==> src/rtl/y86_pkg.sv <==
// rtl/y86_pkg.sv - Y86-64 shared constants: icodes, status codes, fetch states, register codes
package y86_pkg;

    localparam logic [3:0] I_HALT   = 4'h0;
    localparam logic [3:0] I_NOP    = 4'h1;
    localparam logic [3:0] I_RRMOVQ = 4'h2;
    localparam logic [3:0] I_IRMOVQ = 4'h3;
    localparam logic [3:0] I_RMMOVQ = 4'h4;
    localparam logic [3:0] I_MRMOVQ = 4'h5;
    localparam logic [3:0] I_OPQ    = 4'h6;
    localparam logic [3:0] I_JXX    = 4'h7;
    localparam logic [3:0] I_CALL   = 4'h8;
    localparam logic [3:0] I_RET    = 4'h9;
    localparam logic [3:0] I_PUSHQ  = 4'hA;
    localparam logic [3:0] I_POPQ   = 4'hB;

    localparam logic [2:0] S_AOK = 3'd1;
    localparam logic [2:0] S_HLT = 3'd2;
    localparam logic [2:0] S_ADR = 3'd3;
    localparam logic [2:0] S_INS = 3'd4;

    localparam logic [3:0] RNONE = 4'hF;

    typedef enum logic [2:0] {
        F_IDLE  = 3'd0,
        F_BYTE0 = 3'd1,
        F_REGS  = 3'd2,
        F_CONST = 3'd3,
        F_DONE  = 3'd4
    } fetchState_e;

endpackage

==> src/rtl/instr_len_decode.sv <==
// rtl/instr_len_decode.sv - icode/ifun legality and instruction length decode
module instr_len_decode
    import y86_pkg::*;
(
    input  logic [3:0] icode,
    input  logic [3:0] ifun,
    output logic       valid,
    output logic       need_regs,
    output logic       need_valC,
    output logic [3:0] len
);

    always_comb begin
        valid     = 1'b0;
        need_regs = 1'b0;
        need_valC = 1'b0;
        len       = 4'd0;
        case (icode)
            I_HALT, I_NOP, I_RET: begin
                valid = (ifun == 4'h0);
                len   = 4'd1;
            end
            I_RRMOVQ: begin
                valid     = (ifun <= 4'h6);
                need_regs = 1'b1;
                len       = 4'd2;
            end
            I_OPQ: begin
                valid     = (ifun <= 4'h3);
                need_regs = 1'b1;
                len       = 4'd2;
            end
            I_PUSHQ, I_POPQ: begin
                valid     = (ifun == 4'h0);
                need_regs = 1'b1;
                len       = 4'd2;
            end
            I_JXX: begin
                valid     = (ifun <= 4'h6);
                need_valC = 1'b1;
                len       = 4'd9;
            end
            I_CALL: begin
                valid     = (ifun == 4'h0);
                need_valC = 1'b1;
                len       = 4'd9;
            end
            I_IRMOVQ, I_RMMOVQ, I_MRMOVQ: begin
                valid     = (ifun == 4'h0);
                need_regs = 1'b1;
                need_valC = 1'b1;
                len       = 4'd10;
            end
            default: begin
                valid = 1'b0;
            end
        endcase
    end

endmodule

==> src/rtl/fetch_unit.sv <==
// rtl/fetch_unit.sv - byte-serial Y86-64 fetch stage: FSM, address register, field registers, halted flag
module fetch_unit
    import y86_pkg::*;
#(
    parameter int MEM_BYTES = 1024
) (
    input  logic        clk,
    input  logic        rst_n,
    input  logic        start,
    input  logic [63:0] pc_in,
    output logic [63:0] imem_addr,
    input  logic [7:0]  imem_rdata,
    output logic [3:0]  icode,
    output logic [3:0]  ifun,
    output logic [3:0]  rA,
    output logic [3:0]  rB,
    output logic [63:0] valC,
    output logic [63:0] valP,
    output logic [2:0]  stat,
    output logic        f_com,
    output logic        busy
);

    localparam logic [63:0] MEM_LIMIT = 64'(MEM_BYTES);

    fetchState_e state;
    logic [63:0] addrReg;
    logic [63:0] pcReg;
    logic [2:0]  byteIdx;
    logic        halted;

    logic [3:0]  decIcode;
    logic [3:0]  decIfun;
    logic        decValid;
    logic        decNeedRegs;
    logic        decNeedValC;
    logic [3:0]  decLen;
    logic        addrFault;
    logic [63:0] addrNext;
    logic [63:0] seqP;

    assign imem_addr = addrReg;
    assign addrFault = (addrReg >= MEM_LIMIT);
    assign addrNext  = addrReg + 64'd1;

    // In BYTE0 the opcode is still on the memory bus; afterwards it lives in icode/ifun.
    assign decIcode = (state == F_BYTE0) ? imem_rdata[7:4] : icode;
    assign decIfun  = (state == F_BYTE0) ? imem_rdata[3:0] : ifun;
    assign seqP     = pcReg + {60'd0, decLen};

    instr_len_decode u_len (
        .icode     (decIcode),
        .ifun      (decIfun),
        .valid     (decValid),
        .need_regs (decNeedRegs),
        .need_valC (decNeedValC),
        .len       (decLen)
    );

    always_ff @(posedge clk or negedge rst_n) begin
        if (!rst_n) begin
            state   <= F_IDLE;
            addrReg <= '0;
            pcReg   <= '0;
            byteIdx <= '0;
            halted  <= 1'b0;
            icode   <= I_HALT;
            ifun    <= 4'h0;
            rA      <= RNONE;
            rB      <= RNONE;
            valC    <= '0;
            valP    <= '0;
            stat    <= S_AOK;
            f_com   <= 1'b0;
            busy    <= 1'b0;
        end else begin
            f_com <= 1'b0;
            case (state)
                F_IDLE, F_DONE: begin
                    if (start && !halted) begin
                        addrReg <= pc_in;
                        pcReg   <= pc_in;
                        byteIdx <= '0;
                        icode   <= I_HALT;
                        ifun    <= 4'h0;
                        rA      <= RNONE;
                        rB      <= RNONE;
                        valC    <= '0;
                        valP    <= '0;
                        stat    <= S_AOK;
                        busy    <= 1'b1;
                        state   <= F_BYTE0;
                    end else begin
                        state <= F_IDLE;
                    end
                end
                F_BYTE0: begin
                    if (addrFault) begin
                        stat   <= S_ADR;
                        halted <= 1'b1;
                        valP   <= seqP;
                        f_com  <= 1'b1;
                        busy   <= 1'b0;
                        state  <= F_DONE;
                    end else begin
                        icode <= imem_rdata[7:4];
                        ifun  <= imem_rdata[3:0];
                        if (!decValid) begin
                            stat   <= S_INS;
                            halted <= 1'b1;
                            valP   <= seqP;
                            f_com  <= 1'b1;
                            busy   <= 1'b0;
                            state  <= F_DONE;
                        end else begin
                            addrReg <= addrNext;
                            if (decLen == 4'd1) begin
                                if (imem_rdata[7:4] == I_HALT) begin
                                    stat   <= S_HLT;
                                    halted <= 1'b1;
                                end
                                valP  <= seqP;
                                f_com <= 1'b1;
                                busy  <= 1'b0;
                                state <= F_DONE;
                            end else if (decNeedRegs) begin
                                state <= F_REGS;
                            end else begin
                                state <= F_CONST;
                            end
                        end
                    end
                end
                F_REGS: begin
                    if (addrFault) begin
                        stat   <= S_ADR;
                        halted <= 1'b1;
                        valP   <= seqP;
                        f_com  <= 1'b1;
                        busy   <= 1'b0;
                        state  <= F_DONE;
                    end else begin
                        rA      <= imem_rdata[7:4];
                        rB      <= imem_rdata[3:0];
                        addrReg <= addrNext;
                        if (decNeedValC) begin
                            state <= F_CONST;
                        end else begin
                            valP  <= seqP;
                            f_com <= 1'b1;
                            busy  <= 1'b0;
                            state <= F_DONE;
                        end
                    end
                end
                F_CONST: begin
                    // A fault mid-constant keeps whatever bytes were already captured.
                    if (addrFault) begin
                        stat   <= S_ADR;
                        halted <= 1'b1;
                        valP   <= seqP;
                        f_com  <= 1'b1;
                        busy   <= 1'b0;
                        state  <= F_DONE;
                    end else begin
                        valC[{byteIdx, 3'b000} +: 8] <= imem_rdata;
                        addrReg <= addrNext;
                        byteIdx <= byteIdx + 3'd1;
                        if (byteIdx == 3'd7) begin
                            valP  <= seqP;
                            f_com <= 1'b1;
                            busy  <= 1'b0;
                            state <= F_DONE;
                        end
                    end
                end
                default: begin
                    state <= F_IDLE;
                end
            endcase
        end
    end

endmodule

==> config.mk <==
export PLATFORM = sky130hd
export DESIGN_NAME = fetch_unit
export DESIGN_NICKNAME = d
export VERILOG_FILES = /design/src/rtl/y86_pkg.sv /design/src/rtl/instr_len_decode.sv /design/src/rtl/fetch_unit.sv
export SDC_FILE = /design/constraint.sdc
export NUM_CORES = 1
export LEC_CHECK = 0
export ABC_AREA = 1
export BUFFER_PORTS_ARGS = -buffer_cell sky130_fd_sc_hd__buf_2
export CAP_MARGIN = 5
export CELL_PAD_IN_SITES_DETAIL_PLACEMENT = 1
export CELL_PAD_IN_SITES_GLOBAL_PLACEMENT = 2
export CORE_ASPECT_RATIO = 1.2
export CORE_MARGIN = 1
export CORE_UTILIZATION = 29
export DETAILED_ROUTE_END_ITERATION = 10
export GPL_ROUTABILITY_DRIVEN = 0
export GPL_TIMING_DRIVEN = 0
export PLACE_DENSITY_LB_ADDON = 0.1
export SYNTH_ARGS = -nofsm -noshare
export SYNTH_HDL_FRONTEND = slang
export SYNTH_HIERARCHICAL = 1
export SYNTH_SLANG_ARGS = --single-unit
==> constraint.sdc <==
create_clock -name clk -period 3.12 [get_ports clk]
set_input_delay 0.624 -clock clk [delete_from_list [all_inputs] [get_ports clk]]
set_output_delay 0.624 -clock clk [all_outputs]
set_load 0.005 [all_outputs]
==> metrics <==
result of the run=complete, but fails checks; violations in the final reports=negative hold slack; overall routed net length=60200 um; Worst Tran Pin Value=0.946 ns; number of storage elements in the synthesis netlist=284; combined area of the multi-input logic cells=6530 um2; # nets final=2239; latest clock arrival within the worst-skew pair=0.56 ns; area of the die=49600 um2; ports placed on the boundary=288; DP HPWL=47900 um; Peak Freq=323 MHz; worst r2r src=state[0]$_DFFE_PN0P_; highest metal used=met5; M1 WL=24500 um; type of the worst setup path=reg2reg; clk buf depth=3; pin count of the biggest net entering global routing=111; sequential-to-total area share from yosys stat=50.4%; worst-case headroom to the max-slew limit=36.9%; wire length of the first global-routing pass=91000 um; required time reported for the critical path endpoint=3.55 ns; Cells after Synth=1794; share of the clock period used by the worst path after layout=99.3%; most instantiated flip-flop cell in the synthesis netlist=dfrtp_1; average routed wire per standard cell=21.5 um; net switching power=1.89 mW; fill cell total of the finished layout=5846; internal cell power=6.34 mW; residual antenna-violating net count after detailed routing=0; number of placed instances, taps included=2713; share of final-layout standard cells stronger than drive strength 1=26.0%; mean instance size in the synthesized netlist=7.87 um2; Initial Util=29.3%; worst hold slack after final layout=-0.00106 ns; clock period minus final worst setup slack=3.10 ns; input/output buffers=287; depth of the most critical reg-to-reg path=20; Sequential Area=7120 um2; worst-path fanout max=7; Final Slew Violations=0; capturing element type of the critical path=flop; sum of met3 wire segment lengths after detailed routing=2990 um; layout overhead on the synthesized area=30.0%; element type at the critical path start=flop; number of buffers added by the clock tree synthesis step=34; fraction of synthesis flops using an asynchronous set or reset pin=100%; Sinks on Clock Net=284; cell area after placement=16400 um2; average vias per placed instance=4.83; power share of the sequential group=45.2%; number of buffers inserted for hold repair after clock tree synthesis=0; clock tree root buffer cell=clkbuf_16; Detailed Routing Iterations Pass 1=5; VDD IR max=269 uV; number of flops mapped to enable cells by yosys=0; vias in the first global route=14400; Leak=9.06 nW; Cell Rows=88; Yosys warning total=6; horizontal die dimension=203 um; total congestion overflow=0; clock skew=0.0199 ns; worst setup slack after placement=-1.02 ns; Gate power share=4.2%; Netlist Area Pre-Place=14100 um2; total number of vias=13600; synth unique cells=42; initial antenna violation count=10; GRT Overall Usage=24.7%; setup slack of the critical path after layout=0.0212 ns; hold crit path type=in2async; Chip Height=244 um; Arr. time, crit path=3.53 ns; FF-to-FF setup slack=0.02 ns; post-detailed-route DRC marker count=0; sum of negative setup slack=0 ns; capture point of the worst reg-to-reg path=valP[62]$_DFFE_PN0P_; pwr/cell area=448 nW/um2; setup repair after global routing missed its margin=true; routed wire length on met2=30600 um; TritonCTS clock tree=yes; final standard cell area without fillers=18400 um2; Non-Filler Instances=2808; clock input transition at the sequential cells of the worst setup and hold paths=0.06 ns; max cap viols=0; H-tree lvl count=2; net switching share of the total power=22.9%; count of final setup violators=0; synthesized netlist net count=1883; hold violation count in the final report=1; area of the core=48100 um2; clock network fraction of design power=50.6%; number of design-rule violations left by the first detailed-router iteration=448
-- state kept, by name, summed over array words and instances (netlist names), 3 cells and up --
name       cells
imem_addr     64
pcReg         64
valC          64
valP          64
icode          4
ifun           4
rA             4
rB             4
byteIdx        3
stat           3
state          3
-- cell usage in the layout (no fill, tap or decap), types with 16 or more instances in the layout --
cell       instances
a21oi_1           23
clkbuf_1          31
nand3_2           16
buf_4             32
nand4_1           44
nor2_1           147
o21ai_0          161
clkbuf_16         37
nor3_1            32
nand2_2           26
or2_2             24
xor2_1            16
nor2_4            18
inv_1            139
nand3_1          135
nand2_1          491
dfrtp_1          274
inv_2             16
o21ai_1           51
buf_2            301
-- power by group through the flow --
stage / Clock [mW] / Combinational, mW / Sequential [mW]
detailed placement: 0 / 0.312 / 3.79
global placement: 0 / 0.298 / 3.79
global route: 4.40 / 0.384 / 3.72
finish: 4.16 / 0.345 / 3.72
CTS: 4.29 / 0.339 / 3.72
floorplan: 0 / 0.0855 / 3.79
-- stage by stage --
stage,util [%],power [mW]
after floorplan,-,3.87
after global placement,34.0,4.09
after detailed placement,34.2,4.10
after CTS,37.5,8.35
after global routing,38.1,8.51
final,38.1,8.23
-- synth_stat cells, types with 3 or more instances --
cell,number,share of area (%)
nand2_1,515,14
dfrtp_1,275,49
o21ai_0,169,6.0
nor2_1,163,4.3
nand3_1,151,5.4
inv_1,146,3.9
o21ai_1,49,1.7
nand4_1,44,1.9
nor3_1,32,1.1
a21oi_1,25,0.89
buf_2,25,0.89
clkbuf_1,25,0.66
or2_2,25,1.1
xor2_1,18,1.1
inv_2,15,0.40
ha_1,13,1.2
nand2_2,13,0.58
o21a_1,12,0.64
dfstp_2,9,1.7
o22ai_1,9,0.40
buf_1,7,0.19
nor2_4,7,0.56
buf_6,5,0.40
xnor2_1,5,0.31
mux2i_1,4,0.28
nand3b_1,4,0.21
and2_1,3,0.13
nor2_2,3,0.13
nor4_1,3,0.13
-- area by class of cell --
cell class / count / area share, %
Timing Repair Buffer: 321 / 9.64
Clock inverter: 8 / 0.525
Tap cell: 630 / 4.29
Antenna cell: 3 / 0.0409
Clock buffer: 53 / 5.81
Multi-Input combinational cell: 1285 / 35.6
Inverter: 161 / 3.38
Sequential cell: 284 / 38.8
Buffer: 63 / 1.92
-- cell families after synthesis --
kind of cell             after synthesis  share of synthesized area (%)
multiplexers                           4                          0.284
buffers and inverters                225                           6.52
adder cells (fa/ha/maj)               14                           1.29
AO/OA/AOI/OAI                        268                           10.0
AND/OR/NAND/NOR                      975                           30.0
other                                  1                         0.0266
XOR/XNOR                              23                           1.43
flip-flops                           284                           50.4
-- timing repair --
item,CTS,global route
gates cloned,0,0
pin swaps,19,35
buffers inserted,21,11
resized for setup,73,66
setup endpoints to repair,66,74
-- worst max-delay path by stage --
stage,startpoint,slack [ns],endpoint
global placement,rst_n,-4.26,valC[49]$_DFFE_PN0P_
floorplan,state[0]$_DFFE_PN0P_,0.006,valP[24]$_DFFE_PN0P_
CTS,state[0]$_DFFE_PN0P_,0.001,valP[28]$_DFFE_PN0P_
detailed placement,state[0]$_DFFE_PN0P_,-1.02,valP[54]$_DFFE_PN0P_
finish,state[0]$_DFFE_PN0P_,0.02,valP[62]$_DFFE_PN0P_
global route,state[0]$_DFFE_PN0P_,-0.12,valP[62]$_DFFE_PN0P_
-- critical path: stages, from the launching register on --
cell and delay [ns]:
dfrtp_1 0.39, inv_2 0.08, nor3_4 0.05, buf_12 0.14, buf_12 0.13, o21ai_4 0.17
nor2_2 0.06, inv_2 0.11, o21ai_4 0.08, a21oi_4 0.18, inv_2 0.08, fa_2 0.41
o21ai_4 0.26, nand4_1 0.16, buf_6 0.17, nor2b_4 0.19, nand2_1 0.07, nand2_1 0.06
nand2_1 0.06, nand2_1 0.06, nand2_1 0.05
-- metal layers --
metal	vias to the layer above	global-route usage, %
met5	-	0
li1	6559	-
met1	6636	29.2
met4	14	8.69
met3	98	5.32
met2	266	43.6
(Power assumes the default switching activity.)
